`src/rtl/frame_map_req_ctrl.sv`:
```
// Sender-side frame map request controller.
// Owns the frame row/column position, classifies each column slot as overhead,
// payload, pad or fill, and issues registered pop requests to the payload FIFO.
// Mapping freezes during retransmission; framing starts/stops only at frame
// boundaries; payload underrun either stalls or emits a fill slot.
module frame_map_req_ctrl #(
  parameter int unsigned ROWS     = 4,
  parameter int unsigned COLS     = 1041,
  parameter int unsigned OH_COLS  = 16,
  parameter int unsigned PAD_COLS = 1,
  parameter int unsigned ROW_W    = 2,
  parameter int unsigned COL_W    = 11,
  parameter int unsigned STALL_W  = 16
) (
  input  logic               i_clk,
  input  logic               i_rst,
  input  logic               i_enable,
  input  logic               i_fill_mode,
  input  logic               i_pyld_data_valid,
  input  logic               i_line_fifo_ready,
  input  logic               i_tran_rec_fifo_ready,
  input  logic               i_line_retrans_req,
  output logic               o_data_req,
  output logic               o_slot_valid,
  output logic [1:0]         o_slot_type,
  output logic [ROW_W-1:0]   o_row_cnt,
  output logic [COL_W-1:0]   o_col_cnt,
  output logic               o_sof,
  output logic               o_busy,
  output logic [STALL_W-1:0] o_stall_cnt
);

  typedef enum logic [1:0] {
    StIdle = 2'd0,
    StRun  = 2'd1,
    StHold = 2'd2
  } state_e;

  localparam logic [1:0] SlotOh   = 2'd0;
  localparam logic [1:0] SlotPyld = 2'd1;
  localparam logic [1:0] SlotPad  = 2'd2;
  localparam logic [1:0] SlotFill = 2'd3;

  localparam logic [COL_W-1:0] ColLast  = COL_W'(COLS - 1);
  localparam logic [ROW_W-1:0] RowLast  = ROW_W'(ROWS - 1);
  localparam logic [COL_W-1:0] OhEnd    = COL_W'(OH_COLS);
  localparam logic [COL_W-1:0] PadStart = COL_W'(COLS - PAD_COLS);

  state_e state_q, state_d;

  logic [ROW_W-1:0]   row_q, row_d;
  logic [COL_W-1:0]   col_q, col_d;

  logic               data_req_q, data_req_d;
  logic               slot_valid_q, slot_valid_d;
  logic [1:0]         slot_type_q, slot_type_d;
  logic [ROW_W-1:0]   row_out_q, row_out_d;
  logic [COL_W-1:0]   col_out_q, col_out_d;
  logic               sof_q, sof_d;
  logic               busy_q, busy_d;
  logic [STALL_W-1:0] stall_cnt_q, stall_cnt_d;

  logic       adv;
  logic [1:0] col_class;
  logic       emit;
  logic       underrun;

  // Downstream can take a slot and no retransmission is freezing the map.
  assign adv = i_line_fifo_ready & i_tran_rec_fifo_ready & ~i_line_retrans_req;

  // Column classification of the current (pre-advance) position.
  always_comb begin
    col_class = SlotPyld;
    if (col_q < OhEnd) begin
      col_class = SlotOh;
    end else if (col_q >= PadStart) begin
      col_class = SlotPad;
    end
  end

  // FSM next state, slot decision, position advance and stall accounting.
  always_comb begin
    state_d      = state_q;
    row_d        = row_q;
    col_d        = col_q;
    emit         = 1'b0;
    underrun     = 1'b0;
    data_req_d   = 1'b0;
    slot_valid_d = 1'b0;
    slot_type_d  = SlotOh;
    row_out_d    = '0;
    col_out_d    = '0;
    sof_d        = 1'b0;
    stall_cnt_d  = stall_cnt_q;

    unique case (state_q)
      StIdle: begin
        if (i_enable) begin
          state_d = StRun;
          row_d   = '0;
          col_d   = '0;
        end
      end
      StRun: begin
        if (i_line_retrans_req) begin
          state_d = StHold;
        end else if (adv) begin
          if (col_class != SlotPyld) begin
            emit        = 1'b1;
            slot_type_d = col_class;
          end else if (i_pyld_data_valid) begin
            emit        = 1'b1;
            slot_type_d = SlotPyld;
            data_req_d  = 1'b1;
          end else if (!i_fill_mode) begin
            // Stall: hold position and wait for payload.
            underrun = 1'b1;
          end else begin
            emit        = 1'b1;
            slot_type_d = SlotFill;
            underrun    = 1'b1;
          end
        end
      end
      StHold: begin
        // Release only re-arms RUN; the frozen slot is decided next cycle.
        if (!i_line_retrans_req) begin
          state_d = StRun;
        end
      end
      default: begin
        state_d = StIdle;
      end
    endcase

    if (emit) begin
      slot_valid_d = 1'b1;
      row_out_d    = row_q;
      col_out_d    = col_q;
      sof_d        = (row_q == '0) && (col_q == '0);
      if (col_q == ColLast) begin
        col_d = '0;
        if (row_q == RowLast) begin
          row_d = '0;
          // Frame boundary is the only point where i_enable is honoured.
          if (!i_enable) begin
            state_d = StIdle;
          end
        end else begin
          row_d = row_q + 1'b1;
        end
      end else begin
        col_d = col_q + 1'b1;
      end
    end

    if (underrun && (stall_cnt_q != '1)) begin
      stall_cnt_d = stall_cnt_q + 1'b1;
    end

    // Registered from the current state so it lines up with the slot outputs.
    busy_d = (state_q != StIdle);
  end

  // State, position and registered outputs.
  always_ff @(posedge i_clk or posedge i_rst) begin
    if (i_rst) begin
      state_q      <= StIdle;
      row_q        <= '0;
      col_q        <= '0;
      data_req_q   <= 1'b0;
      slot_valid_q <= 1'b0;
      slot_type_q  <= SlotOh;
      row_out_q    <= '0;
      col_out_q    <= '0;
      sof_q        <= 1'b0;
      busy_q       <= 1'b0;
      stall_cnt_q  <= '0;
    end else begin
      state_q      <= state_d;
      row_q        <= row_d;
      col_q        <= col_d;
      data_req_q   <= data_req_d;
      slot_valid_q <= slot_valid_d;
      slot_type_q  <= slot_type_d;
      row_out_q    <= row_out_d;
      col_out_q    <= col_out_d;
      sof_q        <= sof_d;
      busy_q       <= busy_d;
      stall_cnt_q  <= stall_cnt_d;
    end
  end

  assign o_data_req   = data_req_q;
  assign o_slot_valid = slot_valid_q;
  assign o_slot_type  = slot_type_q;
  assign o_row_cnt    = row_out_q;
  assign o_col_cnt    = col_out_q;
  assign o_sof        = sof_q;
  assign o_busy       = busy_q;
  assign o_stall_cnt  = stall_cnt_q;

endmodule

```
`config.mk`:
```
export PLATFORM = sky130hd
export DESIGN_NAME = frame_map_req_ctrl
export DESIGN_NICKNAME = d
export VERILOG_FILES = /design/src/rtl/frame_map_req_ctrl.sv
export SDC_FILE = /design/constraint.sdc
export NUM_CORES = 1
export LEC_CHECK = 0
export ABC_CLOCK_PERIOD_IN_PS = 2200
export CORE_MARGIN = 5
export CORE_UTILIZATION = 56
export CTS_CLUSTER_SIZE = 16
export DETAILED_ROUTE_END_ITERATION = 12
export DONT_BUFFER_PORTS = 1
export GPL_TIMING_DRIVEN = 0
export PLACE_DENSITY = 0.78
export SLEW_MARGIN = 20
export SYNTH_ARGS = -nofsm -noshare
export SYNTH_HDL_FRONTEND = slang
export SYNTH_SLANG_ARGS = --single-unit
```
`constraint.sdc`:
```
create_clock -name i_clk -period 2.2 [get_ports i_clk]
set_input_delay 0.11 -clock i_clk [delete_from_list [all_inputs] [get_ports i_clk]]
set_output_delay 0.11 -clock i_clk [all_outputs]
set_load 0.03 [all_outputs]
```
==> run summary <==
=======================================================================================
Outcome                                                                    finished with violations
Failing checks                                                             setup timing
Vias after detailed routing                                                        1788
Category of the worst setup path capture point                                     flop
Post-synthesis sequential area ratio                                              0.532
Flip-flop and latch count after synthesis                                            50
Maximum operating frequency                                                     425 MHz
Critical Path RT                                                                2.43 ns
Number of buffers added on ports                                                      0
Final Wtd Congestion                                                              0.783
Post-detailed-routing wire length                                               5.50 mm
Highest-count cells in the layout ignoring fill and taps                   sky130_fd_sc_hd__dfrtp_1, sky130_fd_sc_hd__xnor2_1, sky130_fd_sc_hd__nand2_1, sky130_fd_sc_hd__buf_4
Arrival time at the worst endpoint                                              2.58 ns
Post-synth top flop                                                        sky130_fd_sc_hd__dfrtp_1
Detailed Routing Iterations Pass 1                                                    4
Synthesized instance count                                                          211
Pins over their slew limit                                                            0
Type of the worst min-delay path                                              in -> reg
Most common cell after layout, fill and taps aside                         sky130_fd_sc_hd__dfrtp_1
Area of the core                                                               4030 µm²
Crit share post-route                                                              1.07
Max-capacitance violation count                                                       0
Syn-to-layout area delta                                                          21.9%
Final design area excluding fillers                                            2870 µm²
CTS root buffer                                                            sky130_fd_sc_hd__clkbuf_8
Endpoints failing setup                                                              30
Largest net degree at the start of global routing                                    27
Final cell count without fillers                                                    290
Unique cell type count in the Yosys netlist                                          46
Wire length of the first global-routing pass                                    8.36 mm
Setup ws final                                                                -0.150 ns
Number of enable flip-flop cells after synthesis                                      0
Maximum buffer depth of the clock tree                                                2
Worst slew margin relative to its limit                                           0.624
Buf/Inv on CP                                                                         1
Initial cell density of the core                                                  0.584
Unrepaired setup endpoints after global routing                                    true
Congestion Overflow GR                                                                0
HPWL after detailed placement                                                   3.29 mm
Filler instances                                                                    277
Cell with the largest stage delay on the worst path                        sky130_fd_sc_hd__or4_4
Pwr dens                                                                     654 nW/µm²
Post-synthesis instance area                                                   2350 µm²
Maximum clock skew at final layout                                           0.00657 ns
Reported leakage power                                                          1.27 nW
Number of violations reported at the end of detailed-routing iteration 0            102
CTS Buf Count                                                                         5
Number of placement rows                                                             23
Per-instance average area after synthesis                                      11.1 µm²
Antenna cells                                                                         0
Post-detailed-route count of antenna-violating nets                                   0
List of cells traversed by the critical path                               or4_4 -> or4_4 -> a311oi_4 -> buf_2 -> a22o_1
Number of antenna violations at the first check in global routing                     0
Maximum vdd drop                                                               0.534 mV
Yosys warning count                                                                   0
Placed cell areas                                                              2450 µm²
TritonCTS clock tree                                                               done
Width of the die                                                                74.8 µm
Maximum single-stage delay on the critical path                                 0.60 ns
DP Worst Slack                                                                -0.318 ns
Shortest period the worst path allows                                           2.35 ns
Number of global-route vias before repair                                          1742
Fin nets                                                                            253
Die ar.                                                                        5590 µm²
Clock latency on the worst-skew pair                                            0.30 ns
Post-route DRC                                                                        0
Number of top-level pins                                                             43
Net count of the mapped netlist                                                     224
Dominant delay contributor by cell family on the critical path             simple AND/OR/NAND/NOR gates
Via-per-instance ratio                                                             6.17
Core occupancy in the finished layout                                             0.711
Hold violation total from the final report                                            0
Fraction of layout instances using a drive strength above 1                       0.279
Crit Path Max Fanout                                                                  6
H-Tree Level Count                                                                    2
Worst path most repeated cell                                              sky130_fd_sc_hd__or4_4
Transition time at the pin with the least slew margin                          0.563 ns
Detail-routed net length per standard cell                                      19.0 µm
Final Total Pwr                                                                 1.87 mW
Worst-path clk slew                                                             0.08 ns
Crit Path Class                                                              reg -> reg
Startpoint type of the worst setup path                                            flop
Asr flop ratio synth                                                               1.00
Total global routing track utilization                                            0.198
Clock sinks                                                                          50
Setup Total Neg Slack                                                          -2.31 ns
Worst hold margin                                                             0.0208 ns
Number of placed instances with taps included                                       262
Die extent in y                                                                 74.8 µm
=======================================================================================
==> synth_stat cells, types with 2 or more instances <==
cell | count | share of area
sky130_fd_sc_hd__nand2b_1 | 2 | 0.0053
sky130_fd_sc_hd__inv_1 | 11 | 0.018
sky130_fd_sc_hd__clkbuf_1 | 3 | 0.0048
sky130_fd_sc_hd__xnor2_1 | 16 | 0.060
sky130_fd_sc_hd__nand2_1 | 14 | 0.022
sky130_fd_sc_hd__a21o_1 | 2 | 0.0064
sky130_fd_sc_hd__dfrtp_1 | 50 | 0.53
sky130_fd_sc_hd__and2_1 | 16 | 0.043
sky130_fd_sc_hd__o21ai_0 | 3 | 0.0064
sky130_fd_sc_hd__nor3_1 | 3 | 0.0064
sky130_fd_sc_hd__nand4_1 | 11 | 0.029
sky130_fd_sc_hd__and4_1 | 2 | 0.0075
sky130_fd_sc_hd__or4_4 | 2 | 0.0096
sky130_fd_sc_hd__mux2i_1 | 2 | 0.0085
sky130_fd_sc_hd__nand3b_1 | 3 | 0.0096
sky130_fd_sc_hd__xor2_1 | 3 | 0.011
sky130_fd_sc_hd__o31ai_2 | 2 | 0.011
sky130_fd_sc_hd__ha_1 | 5 | 0.027
sky130_fd_sc_hd__nor2_1 | 7 | 0.011
sky130_fd_sc_hd__nand3_1 | 13 | 0.028
sky130_fd_sc_hd__buf_2 | 3 | 0.0064
sky130_fd_sc_hd__a21oi_1 | 7 | 0.015
sky130_fd_sc_hd__a22o_1 | 6 | 0.022
sky130_fd_sc_hd__and3_1 | 3 | 0.0080
==> cells by family after synthesis <==
group | synth area share
adders and majority gates | 0.0309
buffers and inverters | 0.0335
and+or+nand+nor | 0.219
xor gates and xnor gates | 0.0708
muxes | 0.0133
DFF | 0.532
AOI/OAI and AO/OA | 0.100
==> sequential cells by signal, indices dropped and copies added (netlist names), 2 cells and up <==
name,flops
o_stall_cnt,16
col_q,11
o_col_cnt,11
o_row_cnt,2
o_slot_type,2
row_q,2
state_q,2
==> layer usage <==
| metal | wire [µm] | GRT usage |
|---|---|---|
| met5 | 0 | 0 |
| met4 | 97 | 0.0534 |
| met3 | 443 | 0.0694 |
| met2 | 2700 | 0.329 |
| met1 | 2260 | 0.249 |
==> final timing paths <==
path,slack [ns],startpoint,to,cells after the start
worst max-delay path,-0.15,col_q[6],col_q[5],5
worst min-delay path,0.02,i_line_retrans_req,state_q[0],2
worst max register to register,-0.15,col_q[6],col_q[5],5
worst min register to register,0.55,col_q[9],col_q[9],1
max in group asynchronous,1.35,i_rst,o_stall_cnt[1],3
min in group asynchronous,0.32,i_rst,col_q[7],2
==> worst register-to-register path, cell delays in order, from the launching register on <==
cell and delay (ns):
sky130_fd_sc_hd__dfrtp_1 0.43, sky130_fd_sc_hd__or4_4 0.60, sky130_fd_sc_hd__or4_4 0.48, sky130_fd_sc_hd__a311oi_4 0.36, sky130_fd_sc_hd__buf_2 0.25, sky130_fd_sc_hd__a22o_1 0.16
==> layout make-up <==
class                   count  area [µm²]  area share
plain buffers               6        48.8      0.0170
clock buffers               5        68.8      0.0240
clock inverters             2        10.0     0.00349
inverters                  11        41.3      0.0144
multi-input cells         143        1150       0.403
flip-flops and latches     50        1260       0.439
well taps                  50        62.6      0.0218
repair buffers             23         220      0.0769
==> report_power, final <==
part           switching (mW)  total, mW  internal (mW)
combinational           0.158      0.310          0.152
clock                   0.286      0.500          0.214
sequential              0.100       1.06          0.965
==> what timing repair did <==
item,CTS,global route
setup buffers,7,7
resized for setup,16,22
hold buffers,5,0
endpoints found under the hold margin,28,0
gates cloned,1,2
pin swaps,9,14
setup endpoints to repair,44,41
(Power assumes the default switching activity.)
